`src/rtl/controller_port_array.sv`:
```
// rtl/controller_port_array.sv - NES/SNES serial pad emulator fed from USB HID keycodes
// Keycodes decode to per-pad buttons, get turbo-gated, then strobe-latch into shift registers read one bit per access.
module controller_port_array #(
    parameter int NUM_PORTS   = 2,
    parameter int NUM_BUTTONS = 8,
    parameter int NUM_KEYS    = 6,
    parameter logic [NUM_PORTS*NUM_BUTTONS*8-1:0] KEYMAP = {
        8'd79, 8'd80, 8'd81, 8'd82, 8'd0,  8'd0,  8'd51, 8'd52,
        8'd7,  8'd4,  8'd22, 8'd26, 8'd5,  8'd25, 8'd9,  8'd10
    },
    parameter int   TURBO_DIV  = 4,
    parameter logic FILL_VALUE = 1'b1
) (
    input  logic                                            clock,
    input  logic                                            reset,
    input  logic [NUM_KEYS-1:0][7:0]                        usb_keycode,
    input  logic                                            strobe,
    input  logic [NUM_PORTS-1:0]                            shift,
    input  logic                                            frame_tick,
    input  logic [NUM_PORTS-1:0][1:0]                       turbo_en,
    output logic [NUM_PORTS-1:0]                            serial_out,
    output logic [NUM_PORTS-1:0][NUM_BUTTONS-1:0]           buttons_q,
    output logic [NUM_PORTS-1:0][$clog2(NUM_BUTTONS+1)-1:0] bit_count,
    output logic [NUM_PORTS-1:0]                            overrun
);
    localparam int CW = $clog2(NUM_BUTTONS + 1);
    localparam int TW = (TURBO_DIV > 1) ? $clog2(TURBO_DIV) : 1;
    localparam int B1 = (NUM_BUTTONS > 1) ? 1 : 0;

    logic [NUM_PORTS-1:0][NUM_BUTTONS-1:0] pressed;
    logic [NUM_PORTS-1:0][NUM_BUTTONS-1:0] eff;
    logic [NUM_PORTS-1:0][NUM_BUTTONS-1:0] shreg;
    logic [NUM_PORTS-1:0][NUM_BUTTONS-1:0] shifted;
    logic [TW-1:0]                         turbo_cnt;
    logic                                  turbo_phase;

    // Keycode 0 means "no key" in the report, so unmapped entries must never match it.
    always_comb begin
        pressed = '0;
        for (int p = 0; p < NUM_PORTS; p++) begin
            for (int b = 0; b < NUM_BUTTONS; b++) begin
                for (int i = 0; i < NUM_KEYS; i++) begin
                    if (KEYMAP[(p*NUM_BUTTONS+b)*8 +: 8] != 8'd0 &&
                        usb_keycode[i] == KEYMAP[(p*NUM_BUTTONS+b)*8 +: 8]) begin
                        pressed[p][b] = 1'b1;
                    end
                end
            end
        end
    end

    always_comb begin
        eff     = buttons_q;
        shifted = '0;
        serial_out = '0;
        for (int p = 0; p < NUM_PORTS; p++) begin
            eff[p][0] = buttons_q[p][0] & (~turbo_en[p][0] | turbo_phase);
            if (NUM_BUTTONS > 1) begin
                eff[p][B1] = buttons_q[p][B1] & (~turbo_en[p][1] | turbo_phase);
            end
            shifted[p]                = shreg[p] >> 1;
            shifted[p][NUM_BUTTONS-1] = FILL_VALUE;
            serial_out[p]             = shreg[p][0];
        end
    end

    always_ff @(posedge clock or posedge reset) begin
        if (reset) begin
            shreg       <= '0;
            buttons_q   <= '0;
            bit_count   <= '0;
            overrun     <= '0;
            turbo_cnt   <= '0;
            turbo_phase <= 1'b0;
        end else begin
            buttons_q <= pressed;
            if (frame_tick) begin
                if (turbo_cnt == TW'(TURBO_DIV - 1)) begin
                    turbo_cnt   <= '0;
                    turbo_phase <= ~turbo_phase;
                end else begin
                    turbo_cnt <= turbo_cnt + 1'b1;
                end
            end
            // Strobe high keeps reloading, so a shift in the same cycle is lost.
            for (int p = 0; p < NUM_PORTS; p++) begin
                if (strobe) begin
                    shreg[p]     <= eff[p];
                    bit_count[p] <= '0;
                    overrun[p]   <= 1'b0;
                end else if (shift[p]) begin
                    shreg[p] <= shifted[p];
                    if (bit_count[p] == CW'(NUM_BUTTONS)) begin
                        overrun[p] <= 1'b1;
                    end else begin
                        bit_count[p] <= bit_count[p] + 1'b1;
                    end
                end
            end
        end
    end
endmodule

```
`config.mk`:
```
export PLATFORM = sky130hd
export DESIGN_NAME = controller_port_array
export DESIGN_NICKNAME = d
export VERILOG_FILES = /design/src/rtl/controller_port_array.sv
export SDC_FILE = /design/constraint.sdc
export NUM_CORES = 1
export LEC_CHECK = 0
export BUFFER_PORTS_ARGS = -buffer_cell sky130_fd_sc_hd__buf_2
export CAP_MARGIN = 40
export CORE_AREA = 4 4 102 75
export CTS_BUF_LIST = sky130_fd_sc_hd__clkbuf_4 sky130_fd_sc_hd__clkbuf_8 sky130_fd_sc_hd__clkbuf_16
export DETAILED_ROUTE_END_ITERATION = 12
export DIE_AREA = 0 0 106 79
export GPL_ROUTABILITY_DRIVEN = 1
export HOLD_SLACK_MARGIN = 0.06
export PLACE_DENSITY = 0.69
export SETUP_SLACK_MARGIN = 0.02
export SYNTH_ARGS = -nofsm -noshare
export SYNTH_HDL_FRONTEND = slang
export SYNTH_SLANG_ARGS = --single-unit
export TNS_END_PERCENT = 30
```
`constraint.sdc`:
```
create_clock -name clock -period 3.4 [get_ports clock]
set_clock_uncertainty 0.15 [all_clocks]
set_input_delay 0.85 -clock clock [delete_from_list [all_inputs] [get_ports clock]]
set_output_delay 0.85 -clock clock [all_outputs]
set_load 0.01 [all_outputs]
```
==> out/results.md, run 1 <==
- **outcome** completed
- **area of the mapped netlist** 2920 um^2
- **Final Slew Violations** 0
- **Storage cell area** 1080 um^2
- **Worst R2R Setup Slack** 1.74 ns
- **vias in the first global route** 2769
- **post-CTS resize count** 0
- **overall routing resource usage** 0.214
- **final worst path period need** 2.14 ns
- **element type at the critical path start** input pin
- **die height** 79 um
- **CTS clock-pin slew for the worst setup and hold paths** 0.08 ns
- **Routed wire per std cell** 16.8 um
- **path depth of the worst reg2reg path** 6
- **share of final-layout standard cells stronger than drive strength 1** 0.255
- **endpoints failing setup** 0
- **multi-input gate area in the final layout** 1750 um^2
- **DPL Wire Length** 7080 um
- **slew margin rel.** 0.430
- **sequential element share of the synthesized area** 0.368
- **LEAKAGE** 1.65 nW
- **fraction of the cycle the final worst path needs** 0.628
- **CTS hold repair buffers** 0
- **class of the tightest hold or removal check** flip-flop to flip-flop
- **arrival time worst endpoint** 2.23 ns
- **synthesized flop and latch total** 43
- **Most used DFF post-synth** sky130_fd_sc_hd__dfrtp_1
- **CP Max Fanout** 5
- **Tightest Pin Transition** 0.847 ns
- **Vias per Instance** 5.81
- **dominant cell type by area after synthesis** sky130_fd_sc_hd__dfrtp_1
- **count of flip-flops with a built-in enable after synthesis** 0
- **setup slack after placement** 1.03 ns
- **depth of the worst hold-timing path** 2
- **most instantiated library cell after synthesis** sky130_fd_sc_hd__dfrtp_1
- **CTS root buf** sky130_fd_sc_hd__clkbuf_8
- **worst min-delay path startpoint** buttons_q[5]
- **beginning of the worst register-to-register path** bit_count[4]
- **list of most frequent post-synthesis cells** sky130_fd_sc_hd__dfrtp_1 (43), sky130_fd_sc_hd__nor2_1 (36), sky130_fd_sc_hd__nand2_1 (32), sky130_fd_sc_hd__nand4_1 (24), sky130_fd_sc_hd__o21ai_0 (19)
- **gp weighted congestion** 1.05
- **setup fix buffers added after clock tree synthesis** 0
- **relative area change from synthesis to final layout** 21.7%
- **Max-cap violations** 0
- **area of the die** 8370 um^2
- **final cell count without fillers** 525
- **total number of yosys warnings** 0
- **kind of capture point of the worst setup path** flip-flop
- **remaining antenna violation count after routing** 0
- **H-Tree Level Count** 2
- **total design power** 1.22 mW
- **Critical Path RT** 3.49 ns
- **number of inserted diodes** 0
- **first-pass GRT wire length** 14300 um
- **count of unresolved DRC violations after routing** 0
- **Die Wd** 106 um
- **TritonCTS clock tree** built
- **Num CTS Buffers** 5
- **antenna violations before repair** 0
- **post-synthesis cell count** 345
- **Peak Freq** 468 MHz
- **final setup slack of the worst path** 1.26 ns
- **power density cells** 342 nW/um^2
- **portion of synthesized cell area occupied by the leading cell type** 0.368
- **unrepaired setup endpoints after global routing** no
- **Remaining Overflow, GRT** 0
- **DR iter-0 viols** 255
- **WHS** 0.340 ns
- **layout net count** 493
- **destination of the worst hold path** shifted[4]
- **total count of hold-check failures in the final report** 0
- **number of vias in the routed layout** 3048
- **placed cells** 517
- **buffers from clock root to sink, at most** 2
- **clock sink count** 43
- **top-level port count** 86
- **pin count of the biggest net entering global routing** 44
- **Setup Total Neg Slack** 0 ns
- **row cnt** 25
- **Initial Util** 0.440
- **total of buffers placed on input and output ports** 83
- **Core Footprint** 6630 um^2
- **fraction of synthesis flops using an asynchronous set or reset pin** 1.00
- **worst-skew pair later-pin latency** 0.29 ns
- **dominant cells by area after synthesis** sky130_fd_sc_hd__dfrtp_1 (37%), sky130_fd_sc_hd__nand4_1 (5.1%), sky130_fd_sc_hd__nor2_1 (4.6%), sky130_fd_sc_hd__mux2i_1 (4.1%), sky130_fd_sc_hd__nand2_1 (4.1%)
- **Post-Route WL** 8810 um
- **DRT Pass-1 Iters** 5
- **critical path class** input pin to flip-flop
- **filler instances** 664
- **average cell area after synthesis** 8.46 um^2
- **number of distinct library cell variants in the gate-level netlist after synthesis** 48
- **destination of the worst register-to-register timing path** bit_count[5]
- **maximum ir drop on the vdd rail** 0.234 mV
[per-stage QoR]
step | util | instance area [um^2]
4_1_cts | 0.536 | 3550
6_report | 0.536 | 3550
2_1_floorplan | - | 2920
3_3_place_gp | 0.516 | 3420
5_1_grt | 0.536 | 3550
3_5_place_dp | 0.519 | 3440
[routing by layer]
| metal | part of all wire | wire length [um] | global-route usage | vias up |
|---|---|---|---|---|
| met2 | 0.40 | 3560 | 0.293 | 151 |
| met4 | 0.018 | 161 | 0.0582 | 0 |
| met1 | 0.48 | 4220 | 0.327 | 1433 |
| li1 | - | - | - | 1447 |
| met5 | 0 | 0 | 0 | - |
| met3 | 0.098 | 867 | 0.0593 | 17 |
[flip-flops by register name (all words and copies together), names as in the netlist]
name,flops
buttons_q,14
bit_count,8
turbo_phase,1
shifted,14
serial_out,2
overrun,2
turbo_cnt,2
[logic make-up (layout without fill, tap and decap cells)]
kind of cell | count (synthesis) | count (layout) | share of synthesized area
simple gates | 204 | 204 | 0.404
xor+xnor | 5 | 5 | 0.0150
buf+inv | 23 | 108 | 0.0334
fa+ha+maj | 5 | 5 | 0.0214
compound gates | 50 | 50 | 0.108
mux | 14 | 14 | 0.0488
flops | 43 | 43 | 0.368
other cells | 1 | 2 | 0.00128
[worst max-delay path, cell delays in order]
cell                      delay, ns
sky130_fd_sc_hd__buf_2         0.12
sky130_fd_sc_hd__nor4_1        0.74
sky130_fd_sc_hd__nand4_1       0.25
sky130_fd_sc_hd__o21ai_0       0.13
sky130_fd_sc_hd__or3_1         0.13
[layout by cell type (no fill, tap or decap), types with 4 or more instances in the layout]
cell,count
sky130_fd_sc_hd__nand3b_1,4
sky130_fd_sc_hd__nor3_1,18
sky130_fd_sc_hd__nor4_1,11
sky130_fd_sc_hd__nand4_1,24
sky130_fd_sc_hd__and2b_2,4
sky130_fd_sc_hd__nand2b_1,12
sky130_fd_sc_hd__dfrtp_1,43
sky130_fd_sc_hd__a21oi_1,10
sky130_fd_sc_hd__nand3_1,16
sky130_fd_sc_hd__nor2_1,36
sky130_fd_sc_hd__a211oi_1,4
sky130_fd_sc_hd__clkbuf_8,5
sky130_fd_sc_hd__nor2b_1,14
sky130_fd_sc_hd__or2b_2,4
sky130_fd_sc_hd__nor4bb_1,5
sky130_fd_sc_hd__nand2_1,32
sky130_fd_sc_hd__ha_1,5
sky130_fd_sc_hd__buf_2,83
sky130_fd_sc_hd__inv_1,14
sky130_fd_sc_hd__mux2i_1,12
sky130_fd_sc_hd__o21ai_0,19
sky130_fd_sc_hd__a32oi_1,6
[area by class of cell]
cell class | instances | share of cell area
Clock buffer | 5 | 0.0194
Clock inverter | 3 | 0.0123
Inverter | 14 | 0.0148
Multi-Input combinational cell | 280 | 0.493
Sequential cell | 43 | 0.303
Tap cell | 94 | 0.0331
Timing Repair Buffer | 86 | 0.125
[worst max-delay path by stage]
stage	cells after the start	startpoint	to	slack, ns
after floorplan	1	reset	bit_count[0]	1.40
after global placement	5	usb_keycode[36]	buttons_q[3]	0.88
after detailed placement	5	usb_keycode[28]	buttons_q[7]	1.03
after CTS	5	usb_keycode[28]	buttons_q[7]	1.33
after global routing	5	usb_keycode[47]	buttons_q[13]	1.16
final	5	usb_keycode[28]	buttons_q[7]	1.26
[power breakdown]
| group | switching (mW) | total, mW | internal [mW] |
|---|---|---|---|
| Combinational | 0.141 | 0.243 | 0.103 |
| Sequential | 0.0300 | 0.578 | 0.548 |
| Clock | 0.178 | 0.396 | 0.219 |
No activity file was read; power rests on OpenSTA's default activity.
==> run 2, diff against run 1 <==
Clock period 3.4 ns to 2.1 ns, I/O delays scaled along.
==> out/results.md, run 2 (same netlist as run 1, synthesis figures left out) <==
- **destination of the worst register-to-register timing path** bit_count[1]
- **DRT Pass-1 Iters** 5, unchanged
- **clock sink count** 43, unchanged
- **row cnt** 25, unchanged
- **Initial Util** 0.440, unchanged
- **WL met2** 3390 um, -4.8%
- **area of the die** 8370 um^2, unchanged
- **number of vias in the routed layout** 3048, unchanged
- **most common library cell in the layout ignoring fill and taps** sky130_fd_sc_hd__buf_2
- **Max stage delay on crit path** 0.42 ns, -0.32 ns
- **DR iter-0 viols** 261, +2.4%
- **H-Tree Level Count** 2, unchanged
- **LEAKAGE** 1.70 nW, +3.0%
- **Remaining Overflow, GRT** 0, unchanged
- **overall routing resource usage** 0.202, -0.0125
- **Vias per Instance** 5.70, -1.9%
- **path depth of the worst reg2reg path** 6, unchanged
- **CTS clock-pin slew for the worst setup and hold paths** 0.08 ns, about the same
- **total count of hold-check failures in the final report** 0, unchanged
- **Peak Freq** 617 MHz
- **Post-Route WL** 8440 um, -4.2%
- **final core area utilization** 0.546, +0.0102
- **total of buffers placed on input and output ports** 83, unchanged
- **layout net count** 503, +2.0%
- **Num CTS Buffers** 5, unchanged
- **filler instances** 669, +0.75%
- **top routing layer in use** met4
- **Die Wd** 106 um, unchanged
- **CP Max Fanout** 4, -1
- **Core Footprint** 6630 um^2, unchanged
- **post-CTS resize count** 0, unchanged
- **Worst R2R Setup Slack** 0.48 ns, -1.26 ns
- **outcome** completed
- **power share of the clock group** 0.293, -0.033
- **part of the total power dissipated in sequential elements** 0.493, +0.018
- **die height** 79 um, unchanged
- **final worst path period need** 1.62 ns
- **remaining antenna violation count after routing** 0, unchanged
- **Setup Total Neg Slack** 0 ns, unchanged
- **buffers from clock root to sink, at most** 2, unchanged
- **TritonCTS clock tree** built
- **number of inserted diodes** 0, unchanged
- **power density cells** 522 nW/um^2, +52%
- **Storage cell area** 1080 um^2, unchanged
- **DPL Wire Length** 6860 um, -3.1%
- **Met1 Wirelength** 4130 um, -2.1%
- **top-level port count** 86, unchanged
- **post-route cell area** 3620 um^2, +1.9%
- **unrepaired setup endpoints after global routing** no
- **slew margin rel.** 0.645, +0.215
- **share of final-layout standard cells stronger than drive strength 1** 0.272, +0.0169
- **Critical Path RT** 2.12 ns, -1.37 ns
- **relative area change from synthesis to final layout** 24.0%
- **total design power** 1.89 mW, +55%
- **switching share of power** 0.296, +0.0101
- **endpoints failing setup** 0, unchanged
- **CTS hold repair buffers** 0, unchanged
- **cell chain of the critical path** inv_1, ha_1, nand2_1, o21ai_0, mux2i_1, nor2_1
- **kind of capture point of the worst setup path** flip-flop
- **Routed wire per std cell** 15.8 um, -6.0%
- **vias in the first global route** 2754, -0.54%
- **pin count of the biggest net entering global routing** 44, unchanged
- **Final Slew Violations** 0, unchanged
- **fraction of the cycle the final worst path needs** 0.772
- **gp weighted congestion** 0.933, -11%
- **CTS root buf** sky130_fd_sc_hd__clkbuf_8
- **commonest cells after routing, fill and taps aside** sky130_fd_sc_hd__buf_2 (83), sky130_fd_sc_hd__dfrtp_1 (43), sky130_fd_sc_hd__nor2_1 (36)
- **count of unresolved DRC violations after routing** 0, unchanged
- **class of the tightest hold or removal check** input pin to asynchronous set/reset pin
- **beginning of the worst register-to-register path** bit_count[0]
- **critical path class** flip-flop to flip-flop
- **multi-input gate area in the final layout** 1750 um^2, unchanged
- **Worst path slowest cell** sky130_fd_sc_hd__dfrtp_1
- **worst-skew pair later-pin latency** 0.29 ns, about the same
- **arrival time worst endpoint** 1.64 ns, -0.59 ns
- **first-pass GRT wire length** 13500 um, -5.0%
- **setup fix buffers added after clock tree synthesis** 0, unchanged
- **Cell Int Power** 1.33 mW, +53%
- **P_sw** 0.559 mW, +61%
- **Area after DPL** 3520 um^2, +2.4%
- **Max-cap violations** 0, unchanged
- **detailed-routed wire length on met3** 859 um, -0.92%
- **element type at the critical path start** flip-flop
- **part of the total power dissipated in combinational logic** 0.213, +0.013
- **Tightest Pin Transition** 0.527 ns, -0.320 ns
- **maximum ir drop on the vdd rail** 0.272 mV, +16%
- **antenna violations before repair** 0, unchanged
## run 2: cell count changes in the layout (fill, tap and decap cells not counted), sizes merged
cell	before	now
clkdlybuf4s18	1	0
clkinvlp	0	1
buf	84	96
clkdlybuf4s15	1	0
bufinv	1	0
clkbuf	5	6
clkinv	2	1
## run 2: final cells by class
type / count / area share
Multi-Input combinational cell: 280 / 0.483
Clock inverter: 2 / 0.00449
Sequential cell: 43 / 0.297
Clock buffer: 6 / 0.0228
Inverter: 14 / 0.0145
Timing Repair Buffer: 96 / 0.145
Tap cell: 94 / 0.0325
## run 2: how the worst max path moves through the flow
| stage | start | end | slack, ns | depth (start not counted) |
|---|---|---|---|---|
| 2_1_floorplan | reset | bit_count[0] | 0.42 | 1 |
| 3_3_place_gp | usb_keycode[39] | buttons_q[13] | 0.21 | 5 |
| 3_5_place_dp | usb_keycode[45] | buttons_q[5] | 0.23 | 5 |
| 4_1_cts | bit_count[0] | bit_count[1] | 0.47 | 6 |
| 5_1_grt | bit_count[0] | bit_count[1] | 0.27 | 6 |
| 6_report | bit_count[0] | bit_count[1] | 0.48 | 6 |
## run 2: worst max-delay path, delay by kind of cell (launching register included)
kind                       cells  cell delay (ns)
AOI/OAI and AO/OA              1             0.31
adders and majority gates      1             0.16
buffers and inverters          1             0.10
DFF                            1             0.42
muxes                          1             0.24
and+or+nand+nor                2             0.12
## run 2: layer usage
layer / vias to the layer above / GRT usage
li1: 1474 / -
met1: 1422 / 0.317
met2: 146 / 0.277
met3: 6 / 0.0569
met4: 0 / 0.0272
met5: - / 0
## run 2: through the flow
stage	hold WS [ns]	std cells	setup slack, ns
floorplan	0.335	346	0.422
global placement	0.317	527	0.211
detailed placement	0.326	527	0.227
CTS	0.126	535	0.470
global route	0.152	535	0.273
finish	0.121	535	0.479
## run 2: power by group through the flow
stage / logic, mW / clock network (mW) / registers [mW]
3_3_place_gp: 0.389 / 0 / 0.946
4_1_cts: 0.401 / 0.575 / 0.933
6_report: 0.402 / 0.554 / 0.932
3_5_place_dp: 0.400 / 0 / 0.949
5_1_grt: 0.456 / 0.613 / 0.944
2_1_floorplan: 0.220 / 0 / 0.946
